[config.mk]
export PLATFORM = sky130hd
export DESIGN_NAME = sseg_scan_driver
export DESIGN_NICKNAME = d
export VERILOG_FILES = /design/src/rtl/sseg_pkg.sv /design/src/rtl/sseg_hex_decoder.sv /design/src/rtl/sseg_scan_driver.sv
export SDC_FILE = /design/constraint.sdc
export NUM_CORES = 1
export LEC_CHECK = 0
export ABC_AREA = 1
export BUFFER_PORTS_ARGS = -buffer_cell sky130_fd_sc_hd__buf_2
export CAP_MARGIN = 20
export CORE_MARGIN = 1.5
export CORE_UTILIZATION = 59
export CTS_CLUSTER_DIAMETER = 120
export CTS_CLUSTER_SIZE = 30
export DETAILED_ROUTE_END_ITERATION = 10
export GPL_TIMING_DRIVEN = 0
export PLACE_DENSITY = 0.77
export SETUP_SLACK_MARGIN = 0.02
export SLEW_MARGIN = 25
export SYNTH_ARGS = -nofsm -noshare
export SYNTH_HDL_FRONTEND = slang
export SYNTH_SLANG_ARGS = --single-unit
[constraint.sdc]
create_clock -name clk -period 2.4 [get_ports clk]
set_input_delay 0 -clock clk [delete_from_list [all_inputs] [get_ports clk]]
set_output_delay 0 -clock clk [all_outputs]
set_load 0.03 [all_outputs]
[src/rtl/sseg_pkg.sv]
// Shared constants for the seven-segment scan driver: blank pattern,
// hex-to-segment table (active-low, seg[6]=a .. seg[0]=g) and a width helper.
package sseg_pkg;

  localparam logic [6:0] SEG_OFF = 7'b1111111;

  localparam logic [6:0] SEG_TABLE [16] = '{
    7'b0000001,  // 0
    7'b1001111,  // 1
    7'b0010010,  // 2
    7'b0000110,  // 3
    7'b1001100,  // 4
    7'b0100100,  // 5
    7'b0100000,  // 6
    7'b0001111,  // 7
    7'b0000000,  // 8
    7'b0000100,  // 9
    7'b0001000,  // A
    7'b1100000,  // b
    7'b0110001,  // C
    7'b1000010,  // d
    7'b0110000,  // E
    7'b0111000   // F
  };

  // Counter width for a modulus n; never below one bit so n=1 still gets a register.
  function automatic int unsigned cnt_width(input int unsigned n);
    return (n <= 32'd1) ? 32'd1 : 32'($clog2(n));
  endfunction

endpackage

[src/rtl/sseg_hex_decoder.sv]
// Combinational 4-bit hex nibble to active-low abcdefg segment pattern.
module sseg_hex_decoder
  import sseg_pkg::*;
(
  input  logic [3:0] nibble,
  output logic [6:0] seg_c
);

  // Table lookup; every nibble value has an entry.
  always_comb begin
    seg_c = SEG_TABLE[nibble];
  end

endmodule

[src/rtl/sseg_scan_driver.sv]
// Time-multiplexed common-anode seven-segment driver with a shadow/display
// register pair so values can be loaded at any time without tearing.
// Optional feature macro: SSEG_LZ_BLANK_EN (leading-zero blanking).
module sseg_scan_driver
  import sseg_pkg::*;
#(
  parameter int unsigned DIGITS      = 4,
  parameter int unsigned REFRESH_DIV = 50000
) (
  input  logic                  clk,
  input  logic                  rst_n,
  input  logic [4*DIGITS-1:0]   value_in,
  input  logic [DIGITS-1:0]     dp_in,
  input  logic                  load,
  input  logic                  blank,
  output logic [6:0]            seg,
  output logic                  dp,
  output logic [DIGITS-1:0]     an,
  output logic                  frame_done
);

  localparam int unsigned CNT_W = cnt_width(REFRESH_DIV);
  localparam int unsigned IDX_W = cnt_width(DIGITS);
  localparam int unsigned VAL_W = 4 * DIGITS;

  logic [CNT_W-1:0]  cnt;
  logic [IDX_W-1:0]  idx;
  logic              pending;
  logic [VAL_W-1:0]  shadow_val;
  logic [DIGITS-1:0] shadow_dp;
  logic [VAL_W-1:0]  display_val;
  logic [DIGITS-1:0] display_dp;

  logic              tick_c;
  logic              wrap_c;
  logic [3:0]        sel_nibble_c;
  logic              sel_dp_c;
  logic [DIGITS-1:0] an_sel_c;
  logic [6:0]        dec_seg_c;
  logic              lz_dark_c;
  logic [6:0]        seg_next_c;
  logic              dp_next_c;
  logic [DIGITS-1:0] an_next_c;

  // Prescaler terminal count and end-of-frame detection.
  always_comb begin
    tick_c = (cnt == CNT_W'(REFRESH_DIV - 1));
    wrap_c = tick_c && (idx == IDX_W'(DIGITS - 1));
  end

  // Select the active digit's nibble, dp bit and anode.
  always_comb begin
    sel_nibble_c = 4'h0;
    sel_dp_c     = 1'b0;
    an_sel_c     = '1;
    for (int i = 0; i < int'(DIGITS); i++) begin
      if (idx == IDX_W'(i)) begin
        sel_nibble_c = display_val[4*i +: 4];
        sel_dp_c     = display_dp[i];
        an_sel_c[i]  = 1'b0;
      end
    end
  end

  sseg_hex_decoder u_dec (
    .nibble (sel_nibble_c),
    .seg_c  (dec_seg_c)
  );

`ifdef SSEG_LZ_BLANK_EN
  // Darken digit idx>0 when it and every digit above it are zero with no dp.
  always_comb begin
    logic zero_run;
    lz_dark_c = 1'b0;
    zero_run  = 1'b1;
    for (int i = int'(DIGITS) - 1; i >= 1; i--) begin
      zero_run = zero_run && (display_val[4*i +: 4] == 4'h0);
      if ((idx == IDX_W'(i)) && zero_run && !display_dp[i]) begin
        lz_dark_c = 1'b1;
      end
    end
  end
`else
  assign lz_dark_c = 1'b0;
`endif

  // Pin values for the next cycle; blank and dark slots turn everything off.
  always_comb begin
    an_next_c  = '1;
    seg_next_c = SEG_OFF;
    dp_next_c  = 1'b1;
    if (!blank && !lz_dark_c) begin
      an_next_c  = an_sel_c;
      seg_next_c = dec_seg_c;
      dp_next_c  = ~sel_dp_c;
    end
  end

  // Scan counters, shadow/display transfer and registered pins.
  always_ff @(posedge clk or negedge rst_n) begin
    if (!rst_n) begin
      cnt         <= '0;
      idx         <= '0;
      pending     <= 1'b0;
      shadow_val  <= '0;
      shadow_dp   <= '0;
      display_val <= '0;
      display_dp  <= '0;
      seg         <= SEG_OFF;
      dp          <= 1'b1;
      an          <= '1;
      frame_done  <= 1'b0;
    end else begin
      cnt <= tick_c ? '0 : cnt + CNT_W'(1);
      if (tick_c) begin
        idx <= wrap_c ? '0 : idx + IDX_W'(1);
      end
      frame_done <= wrap_c;

      if (load) begin
        shadow_val <= value_in;
        shadow_dp  <= dp_in;
      end

      // A load landing on the wrap tick bypasses the shadow entirely.
      if (wrap_c && load) begin
        display_val <= value_in;
        display_dp  <= dp_in;
        pending     <= 1'b0;
      end else if (wrap_c && pending) begin
        display_val <= shadow_val;
        display_dp  <= shadow_dp;
        pending     <= 1'b0;
      end else if (load) begin
        pending <= 1'b1;
      end

      seg <= seg_next_c;
      dp  <= dp_next_c;
      an  <= an_next_c;
    end
  end

endmodule

# Word-level counts from Yosys, hierarchy flattened

Memory sizes are Yosys's and may differ from the RTL's.
Index checks and enable logic that the tools add are counted.

Output and inout bits: 13
Input port bits: 24
ROM bits: 112
Register bits after elaboration: 72
Memories kept: 1

Order comparisons: 1
Reduce and logical (&&, ||, !) cells: 6
Equal/unequal tests: 4
Bitwise operators: 2
Add/subtract/negate cells: 2
Muxes and demuxes: 26

Memory list:

| memory           | words | width | read ports | clocked after Yosys merged registers in | wr ports | RTL line               | source |
|---|---|---|---|---|---|---|---|
| (name not given) | 16    | 7     | 1          | 0                                       | 0        | sseg_hex_decoder.sv:11 | `seg_c = SEG_TABLE[nibble];` |

Operators with widths:

| operator                                      | count |
|---|---|
| 2-to-1 mux 16 bit                             | 3 |
| 2-to-1 mux 4 bit                              | 7 |
| 2-to-1 mux 7 bit                              | 3 |
| adder 16 x 1 -> 16 bit, second input constant | 1 |
| == test 16 bit, second input constant         | 1 |
| 2-to-1 mux 1 bit                              | 12 |
| >= comparator 5 bit, second input constant    | 1 |
| NOT 4 -> 5 bit                                | 1 |
| == test 2 bit, second input constant          | 2 |
| logical AND 1 bit                             | 3 |
| nonzero test 3 bit                            | 1 |
| adder 2 x 1 -> 2 bit, second input constant   | 1 |
| == test 2 x 1 -> 1 bit, second input constant | 1 |
| logical NOT 2 bit                             | 1 |
| 2-to-1 mux 2 bit                              | 1 |
| nonzero test 2 bit                            | 1 |
| NOT 1 bit                                     | 1 |

# Longest topological paths before layout

Gate-level depths: netlist of run 1.

Depth after elaboration: 10
Gate-level depth with buffers: 13

# Modules after synthesis

A second synthesis of run 1 with hierarchy kept.

Cells, all modules: 458
Area total of the unflattened synthesis: 3597.2 sq um

By module, submodules not included:

| module           | cells an instance | area an instance (sq um) | times used |
|---|---|---|---|
| sseg_scan_driver | 406               | 3316.9                   | 1 |
| sseg_hex_decoder | 52                | 280.3                    | 1 |

# Least setup slack after synthesis of run 1

OpenSTA, ideal clock, no wires.

Path type: register -> register
From: register idx[0]
To: register seg[4]
Arrival: 1.886 ns
Clock period less this slack: 1.968 ns
Library setup time: 0.082 ns
Cell stages (with the launch flop): 10
Path slack: 0.432 ns
Buffers on the path: 1
Cells stage by stage: dfrtp_1 ha_1 buf_2 a21oi_1 nand2_1 o21ai_0 inv_1 ha_1 nand3b_1 o211ai_1

Longest elaborated chain between the ends: 10

RTL lines:

| element                                               | RTL line                | source |
|---|---|---|
| start: declaration                                    | sseg_scan_driver.sv:27  | `logic [IDX_W-1:0] idx;` |
| start signal: assignment                              | sseg_scan_driver.sv:116 | `idx <= wrap_c ? '0 : idx + IDX_W'(1);` |
| logical NOT 2 bit                                     | sseg_scan_driver.sv:57  | `if (idx == IDX_W'(i)) begin` |
| 2-to-1 mux 4 bit (3 in a row)                         | sseg_scan_driver.sv:57  |  |
| 2-to-1 mux 4 bit *                                    | sseg_scan_driver.sv:57  |  |
| NOT 4 -> 5 bit (not written as such) *                | sseg_hex_decoder.sv:11  |  |
| memory read (16 x 7 bit) *                            | n/a                     |  |
| 2-to-1 mux 7 bit (not written as such) * (2 in a row) | sseg_hex_decoder.sv:11  |  |
| 2-to-1 mux 7 bit *                                    | sseg_scan_driver.sv:92  | `if (!blank && !lz_dark_c) begin` |
| net seg_next_c[4]                                     | sseg_scan_driver.sv:41  | `logic [6:0] seg_next_c;` |
| end signal: assignment                                | sseg_scan_driver.sv:138 | `seg <= seg_next_c;` |
| end: declaration                                      | sseg_scan_driver.sv:16  | `output logic [6:0] seg,` |

Mark *: on every way through the listed nets, which the timed path passes. The rest lies on a longest branch. The select of a mux whose other input is x is not followed.
A chain may end at the register's enable or synchronous reset.

# Final worst setup path of run 1

From: register idx[1]
To: register seg[4]

Same word-level chain as after synthesis.

==> results of run 1 <==
-- how the worst min path moves through the flow --
| stage | end | cells past startpoint |
|---|---|---|
| final | shadow_val[1] | 2 |
| after global routing | shadow_val[2] | 2 |
| after CTS | shadow_val[1] | 2 |
| after detailed placement | cnt[9] | 1 |
| after global placement | shadow_val[4] | 3 |
| after floorplan | cnt[0] | 0 |
-- per-stage QoR --
step | hold WS [ps] | util (%) | cells | total power, mW
detailed placement | -53.4 | 66.1 | 558 | 1.50
global route | 65.1 | 72.4 | 596 | 2.41
global placement | 232 | 65.7 | 557 | 1.49
floorplan | -296 | - | 447 | 1.42
CTS | 27.8 | 72.4 | 596 | 2.32
finish | 18.8 | 72.4 | 596 | 2.31
-- sequential cells by signal, indices dropped and copies added (netlist names), 2 cells and up --
name         count
cnt             16
an               4
display_dp       4
idx              2
shadow_val      16
shadow_dp        4
display_val     16
seg              7
-- Yosys cell counts (7+ instances only) --
master,count,area (um^2)
nand3_1,26,130
nand2_1,141,529
o21ai_0,17,85.1
dfstp_2,12,315
inv_1,70,263
xor2_1,7,61.3
ha_1,11,138
nor2_1,31,116
dfrtp_1,60,1500
nand4_1,16,100
a21oi_1,15,75.1
-- per-layer routing --
layer  vias up  share of wire [%]
met5         -                  0
met4         0                1.3
met3        10                3.7
met2        55                 47
met1      1368                 48
li1       1528                  -
-- cell families after synthesis --
| logic type | Yosys count | synth area share (%) |
|---|---|---|
| AOI/OAI and AO/OA | 37 | 5.42 |
| xor gates and xnor gates | 10 | 2.42 |
| adders and majority gates | 11 | 3.80 |
| buffers and inverters | 84 | 9.33 |
| DFF | 72 | 50.2 |
| and+or+nand+nor | 233 | 28.9 |
-- cell usage in the layout (no fill, tap or decap) --
cell type	count
clkbuf_8	9
xnor2_1	3
nor2_4	3
nor2_2	2
buf_12	1
dfrtp_1	60
nand3_1	26
ha_1	11
nand2_1	141
clkinv_1	2
nor2_8	2
o221ai_1	1
nand4_1	16
nand3_2	1
a21o_1	1
clkinv_2	2
nand2_4	2
dlygate4sd3_1	22
o21ai_1	1
o211ai_1	2
nand3b_1	1
buf_2	40
dfstp_2	12
o21ai_2	1
nor2_1	31
buf_1	3
a21oi_1	15
nand2_2	2
inv_1	70
inv_2	1
buf_4	1
buf_6	2
clkbuf_1	5
xor2_1	7
nor3_1	6
o21ai_0	16
-- where the power goes --
| group | internal (mW) | switching (mW) |
|---|---|---|
| registers | 1.27 | 0.0160 |
| clock network | 0.375 | 0.425 |
| logic | 0.0849 | 0.136 |
-- timing repair --
| action | 4_1_cts | 5_1_grt |
|---|---|---|
| gates resized for setup | 0 | 2 |
| hold buffers | 22 | 0 |
| hold endpoints to repair | 98 | 0 |
| endpoints found under the setup margin | 0 | 6 |
-- area by class of cell --
type,instances,area (um^2)
Buffer,11,63.8
Clock buffer,14,143
Clock inverter,2,10.0
Fill cell,466,1630
Inverter,73,274
Multi-Input combinational cell,291,1470
Sequential cell,72,1820
Tap cell,75,93.8
Timing Repair Buffer,58,418
==> impl_metrics.json, run 1 <==
{
  "fin_area_um2": 4290,
  "cp.required_ps": 2650,
  "synthArstFlopShare_pct": 100,
  "grt_use_total_pct": 25.1,
  "r2r-start": "idx[1]",
  "synthFlopType": "dfrtp_1",
  "finalWorstSetupSlack_ps": 279,
  "io_pins": 37,
  "fin_crit_sh_pct": 88.4,
  "outcome": "completed",
  "finClkSkew_ps": 11.9,
  "die_area_um2": 6620,
  "yosys_warnings": 0,
  "cp.depth": 11,
  "cap_viol_max_count": 0,
  "cellPowerDensity_nw_per_um2": 538,
  "worst_slew_pin_slew_ps": 643,
  "yosysSeqAreaShare_pct": 50.2,
  "slowest_stage": "dfrtp_1",
  "synth_fp_nets": 482,
  "met1_usage_pct": 32.6,
  "r2r.worst_path.cells": 11,
  "gp_congestion": 0.893,
  "cts_made_buffers": 9,
  "cts_setup_buffers": 0,
  "htree_levels": 3,
  "avgSynthCellArea_um2": 8.10,
  "vias": 2961,
  "antenna_found_initial": 0,
  "slew_viol_final": 0,
  "die_h_um": 81.3,
  "critical_path_class": "flip-flop to flip-flop",
  "rows": 28,
  "cts_tree": "yes",
  "cts-root-buf": "clkbuf_8",
  "period_minus_slack_ps": 2120,
  "hp-class": "primary input to flip-flop",
  "min_from": "load",
  "dr.pass1.iters": 4,
  "synth_seq_cells": 72,
  "place_ws_ps": 57.6,
  "areaGrowthSynthToFinish_pct": 18.5,
  "synth_cell_types": 29,
  "tns_ps": 0,
  "worst_setup_path_end_kind": "flip-flop",
  "final_hold_viol_count": 0,
  "fmax_ghz": 0.471,
  "gr-usage-met3_pct": 4.27,
  "post_dp_cell_area_um2": 3910,
  "start_kind": "flip-flop",
  "grt_setup_unrepaired": "no",
  "cp-startpoint": "idx[1]",
  "die_w_um": 81.3,
  "grt_pass1_vias": 2902,
  "slew_headroom_pct": 56.8,
  "busiest_layer": "met2",
  "hpwlAfterDp_mm": 5.22,
  "antenna_cells": 0,
  "wl_mm": 7.43,
  "syn_inst": 447,
  "critPathArrivalTime_ps": 2380,
  "gr-total-overflow": 0,
  "ctsLongestPathBuffers": 2,
  "drc": 0,
  "cts.sink_count": 72,
  "vdd_ir_drop_max_uv": 357,
  "cp_cell_sequence": "inv_1 > ha_1 > inv_1 > nand2_1 > nand3_1 > nand2_1 > o21ai_2 > inv_1 > ha_1 > nand3b_1 > o211ai_1",
  "crit_path_end": "seg[4]",
  "portBuffers": 35,
  "cpPeakStageDelay_ps": 380,
  "grt_max_degree": 44,
  "insertion_delay_ps": 340,
  "start_util_pct": 61.2,
  "ant_nets": 0,
  "reg2reg_slack_ps": 280,
  "synth-edff-count": 0,
  "worstReg2RegEnd": "seg[4]",
  "critPathTopFamily": "adder cells",
  "setup_violations": 0,
  "grt_first_pass_wirelength_mm": 12.7,
  "worst_path_most_repeated_cell": "inv_1",
  "grtUsageMet2_pct": 41.6,
  "clk_pin_slew_ps": 70,
  "crit_buf_inv": 3,
  "path_max_fanout": 6,
  "num-nets-final": 551,
  "drive_gt1_share_pct": 15.5,
  "drtIter0Drc": 118,
  "coreArea_um2": 5920,
  "viasPerCell": 4.97,
  "wire_per_inst_um": 12.5,
  "p_leak_nw": 2.29,
  "synth_area_um2": 3620
}
No activity file was read; power rests on OpenSTA's default activity.
==> run 2, diff against run 1 <==
--- a/config.mk
+++ b/config.mk
@@ -8,13 +8,15 @@
 export ABC_AREA = 1
 export BUFFER_PORTS_ARGS = -buffer_cell sky130_fd_sc_hd__buf_2
 export CAP_MARGIN = 20
+export CELL_PAD_IN_SITES_DETAIL_PLACEMENT = 1
+export CELL_PAD_IN_SITES_GLOBAL_PLACEMENT = 1
 export CORE_MARGIN = 1.5
-export CORE_UTILIZATION = 59
+export CORE_UTILIZATION = 44
 export CTS_CLUSTER_DIAMETER = 120
 export CTS_CLUSTER_SIZE = 30
 export DETAILED_ROUTE_END_ITERATION = 10
 export GPL_TIMING_DRIVEN = 0
-export PLACE_DENSITY = 0.77
+export PLACE_DENSITY = 0.76
 export SETUP_SLACK_MARGIN = 0.02
 export SLEW_MARGIN = 25
 export SYNTH_ARGS = -nofsm -noshare
==> impl_metrics.json, run 2 (synthesis results as in run 1) <==
{
  "cp-startpoint": "idx[1]",
  "rows": 32,
  "die_w_um": 93.7,
  "reg2reg_slack_ps": 270,
  "io_pins": 37,
  "drt-met1-wl_mm": 4.23,
  "cts_tree": "yes",
  "fmax_ghz": 0.469,
  "grt_setup_unrepaired": "no",
  "ant_nets": 0,
  "wire_per_inst_um": 14.4,
  "hpwlAfterDp_mm": 6.26,
  "p_leak_nw": 2.31,
  "wl_mm": 8.98,
  "p_total_mw": 2.50,
  "cap_viol_max_count": 0,
  "top_regs": "cnt (16), display_val (16), shadow_val (16)",
  "antenna_cells": 0,
  "slew_headroom_pct": 61.5,
  "worst_slew_pin_slew_ps": 574,
  "critPathArrivalTime_ps": 2410,
  "cellPowerDensity_nw_per_um2": 570,
  "start_kind": "flip-flop",
  "drc": 0,
  "drtIter0Drc": 86,
  "tns_ps": 0,
  "final_util_pct": 55.8,
  "grt_max_degree": 42,
  "period_minus_slack_ps": 2130,
  "critical_path_class": "flip-flop to flip-flop",
  "viasPerCell": 4.92,
  "cts_made_buffers": 9,
  "gr-total-overflow": 0,
  "fin_area_um2": 4380,
  "slew_viol_final": 0,
  "start_util_pct": 46.1,
  "antenna_found_initial": 0,
  "fillers": 972,
  "clk_pin_slew_ps": 80,
  "cts.sink_count": 72,
  "worstReg2RegEnd": "seg[3]",
  "r2r-start": "idx[1]",
  "setup_violations": 0,
  "grt_first_pass_wirelength_mm": 15.5,
  "grt_pass1_vias": 3235,
  "outcome": "completed",
  "finClkSkew_ps": 6.76,
  "final_hold_viol_count": 0,
  "finalWorstSetupSlack_ps": 268,
  "layout_commonest_cell": "nand2_1",
  "crit_path_end": "seg[3]",
  "vdd_ir_drop_max_uv": 371,
  "post_dp_cell_area_um2": 3950,
  "die_area_um2": 8780,
  "insertion_delay_ps": 350,
  "dr_wl_met2_mm": 4.42,
  "grt_use_total_pct": 23.0,
  "cp.required_ps": 2680,
  "cts_setup_buffers": 0,
  "portBuffers": 35,
  "ctsLongestPathBuffers": 2,
  "htree_levels": 3,
  "drive_gt1_share_pct": 16.7,
  "hp-class": "primary input to flip-flop",
  "dr_wl_met3_um": 189,
  "worst_setup_path_end_kind": "flip-flop",
  "coreArea_um2": 7850,
  "path_max_fanout": 6,
  "num-nets-final": 552,
  "die_h_um": 93.7,
  "gp_congestion": 0.853,
  "cts-root-buf": "clkbuf_8",
  "r2r.worst_path.cells": 12,
  "highest_layer": "met4",
  "final_cell_mix": "141 x nand2_1, 69 x inv_1, 60 x dfrtp_1, 40 x buf_2, 31 x nor2_1",
  "dr.pass1.iters": 4,
  "vias": 3064,
  "place_ws_ps": 42.4,
  "areaGrowthSynthToFinish_pct": 20.9,
  "fin_crit_sh_pct": 88.8
}
## run 2: cell count changes in the layout (fill, tap and decap cells not counted)
cell / previous run / this run
inv_2: 1 / 2
bufinv_16: 0 / 1
ha_2: 0 / 1
ha_1: 11 / 10
clkinvlp_4: 0 / 3
clkbuf_8: 9 / 10
clkbuf_1: 5 / 0
clkinv_2: 2 / 1
inv_1: 70 / 69
dlygate4sd3_1: 22 / 23
## run 2: worst min-delay path by stage
stage                from             end  slack, ps  cells past startpoint
global route         load  shadow_val[15]         60                      2
floorplan           rst_n          cnt[0]       -300                      0
finish               load   shadow_val[2]         30                      2
global placement    blank          seg[5]        230                      3
detailed placement  rst_n         cnt[13]        -30                      1
CTS                  load   shadow_val[2]         10                      2
## run 2: per-stage QoR
step	std cells	hold slack (ps)
final	623	26.0
after detailed placement	585	-28.9
after CTS	623	9.60
after global routing	623	58.8
after floorplan	447	-296
after global placement	584	233
## run 2: routing by layer
metal | GRT usage, % | up-vias
met2 | 39.1 | 34
li1 | - | 1522
met5 | 0 | -
met3 | 3.64 | 12
met1 | 29.7 | 1496
met4 | 8.08 | 0
## run 2: what timing repair did
item,CTS,global route
endpoints found under the setup margin,2,5
hold endpoints to repair,103,0
hold buffers,23,0
resized for setup,1,3
## run 2: area by class of cell
class	count	area, um^2	share of cell area [%]
plain buffers	11	63.8	1.46
clock inverters	5	57.6	1.31
multi-input cells	291	1470	33.6
well taps	102	128	2.92
clock buffers	10	138	3.14
inverters	73	274	6.26
flip-flops and latches	72	1820	41.5
repair buffers	59	428	9.77
## run 2: worst max-delay path, cell delays in order, from the launching register on
cell and delay, ps:
dfrtp_1 410, inv_1 110, ha_1 300, inv_2 110, o211ai_1 180, nand2_1 100
nand2_1 160, inv_1 100, ha_1 290, nand3_1 70, nand2_1 80, nand2_1 50
nand3_1 110
## run 2: report_power, final
group	switching [mW]	total (mW)	internal [mW]
registers	0.0166	1.29	1.27
logic	0.141	0.228	0.0869
clock network	0.480	0.980	0.501
==> run 3, diff against run 2 <==
--- a/config.mk
+++ b/config.mk
@@ -16,7 +16,7 @@
 export CTS_CLUSTER_SIZE = 30
 export DETAILED_ROUTE_END_ITERATION = 10
 export GPL_TIMING_DRIVEN = 0
-export PLACE_DENSITY = 0.76
+export PLACE_DENSITY_LB_ADDON = 0.08
 export SETUP_SLACK_MARGIN = 0.02
 export SLEW_MARGIN = 25
 export SYNTH_ARGS = -nofsm -noshare
==> impl_metrics.json, run 3 (synthesis results as in run 1) <==
{
  "critPathArrivalTime_ps": 2400,
  "drtIter0Drc": 76,
  "post_dp_cell_area_um2": 3950,
  "worst_slew_pin_slew_ps": 651,
  "htree_levels": 3,
  "coreArea_um2": 7850,
  "whs_ps": 32.8,
  "period_minus_slack_ps": 2130,
  "hp-class": "primary input to flip-flop",
  "setup_violations": 0,
  "tns_ps": 0,
  "ant_nets": 0,
  "die_h_um": 93.7,
  "cellPowerDensity_nw_per_um2": 612,
  "drive_gt1_share_pct": 16.9,
  "cts_tree": "yes",
  "p_leak_nw": 2.33,
  "insertion_delay_ps": 360,
  "rows": 32,
  "gr-total-overflow": 0,
  "grt_setup_unrepaired": "no",
  "viasPerCell": 4.91,
  "cts-root-buf": "clkbuf_8",
  "cp.required_ps": 2670,
  "cts_made_buffers": 9,
  "ctsLongestPathBuffers": 2,
  "finClkSkew_ps": 12.4,
  "vias": 3061,
  "crit_path_end": "seg[4]",
  "portBuffers": 35,
  "grt_max_degree": 42,
  "grt_first_pass_wirelength_mm": 15.4,
  "start_util_pct": 46.1,
  "final_hold_viol_count": 0,
  "worst_setup_path_end_kind": "flip-flop",
  "start_kind": "flip-flop",
  "drc": 0,
  "fmax_ghz": 0.470,
  "areaGrowthSynthToFinish_pct": 22.1,
  "outcome": "completed",
  "fin_area_um2": 4420,
  "wire_per_inst_um": 14.3,
  "clk_pin_slew_ps": 80,
  "worstReg2RegEnd": "seg[4]",
  "cts.sink_count": 72,
  "fin_crit_sh_pct": 88.6,
  "final_cell_mix": "140 x nand2_1, 70 x inv_1, 60 x dfrtp_1, 40 x buf_2, 31 x nor2_1",
  "die_w_um": 93.7,
  "grt_pass1_vias": 3293,
  "slew_viol_final": 0,
  "layout_commonest_cell": "nand2_1",
  "r2r.worst_path.cells": 11,
  "antenna_cells": 0,
  "vdd_ir_drop_max_uv": 295,
  "grt_use_total_pct": 23.0,
  "die_area_um2": 8780,
  "wl_mm": 8.90,
  "top_regs": "cnt (16), display_val (16), shadow_val (16)",
  "critical_path_class": "flip-flop to flip-flop",
  "dr.pass1.iters": 4,
  "io_pins": 37,
  "cts_setup_buffers": 0,
  "gp_congestion": 0.801,
  "antenna_found_initial": 0,
  "cp-startpoint": "idx[0]",
  "num-nets-final": 551,
  "r2r-start": "idx[0]",
  "reg2reg_slack_ps": 270,
  "slew_headroom_pct": 56.3,
  "path_max_fanout": 6,
  "cap_viol_max_count": 0,
  "hpwlAfterDp_mm": 6.31
}
==> run 3: cell types whose count changed in the layout (fill, tap and decap cells not counted), sizes merged <==
cell,before,now
inv,71,72
bufinv,1,3
dlygate4sd3,23,22
clkinvlp,3,0
clkinv,3,4
==> run 3: what timing repair did <==
item	CTS	global route
hold endpoints to repair	104	0
endpoints found under the setup margin	2	5
gates cloned	0	0
resized for setup	1	4
hold buffers	22	0
==> run 3: routing by layer <==
layer / up-vias / track usage, % / routed length (um)
met3: 12 / 5.26 / 257
li1: 1525 / - / -
met2: 50 / 40.0 / 4450
met1: 1474 / 28.4 / 4020
met5: - / 0 / 0
met4: 0 / 7.09 / 168
==> run 3: layout make-up <==
cell class / count / area, um^2
Multi-Input combinational cell: 291 / 1480
Sequential cell: 72 / 1820
Tap cell: 102 / 128
Timing Repair Buffer: 58 / 418
Fill cell: 987 / 3430
Inverter: 73 / 274
Clock inverter: 6 / 116
Buffer: 11 / 63.8
Clock buffer: 10 / 128
==> run 3: critical path, cell delays in order, from the launching register on <==
cell and delay, ps:
dfrtp_1 420, inv_1 80, ha_1 300, nand2_1 100, nand2_1 60, nand3_1 70, nand2_1 70, o21ai_2 130
inv_1 130, ha_1 270, nand3b_1 200, o211ai_1 200
==> run 3: worst min path at each step <==
| stage | slack, ps | depth (start not counted) | start | endpoint |
|---|---|---|---|---|
| after global routing | 50 | 2 | load | shadow_val[1] |
| after CTS | 30 | 2 | load | shadow_val[15] |
| after detailed placement | -30 | 1 | rst_n | cnt[11] |
| after floorplan | -300 | 0 | rst_n | cnt[0] |
| final | 30 | 2 | load | shadow_val[1] |
| after global placement | 240 | 3 | dp_in[3] | shadow_dp[3] |
==> run 3: report_power, final <==
part | internal, mW | switching (mW) | total (mW) | leakage, nW
clock | 0.698 | 0.492 | 1.19 | 0.121
combinational | 0.0852 | 0.141 | 0.226 | 1.35
sequential | 1.27 | 0.0173 | 1.29 | 0.864
==> run 3: stage by stage <==
step / utilization, % / setup slack, ps / power (mW) / cells
floorplan: - / 432 / 1.42 / 447
finish: 56.3 / 274 / 2.71 / 623
CTS: 56.2 / 52.7 / 2.72 / 623
detailed placement: 50.3 / 22.8 / 1.51 / 585
global placement: 50.0 / 111 / 1.50 / 584
global route: 56.3 / 48.2 / 2.82 / 623
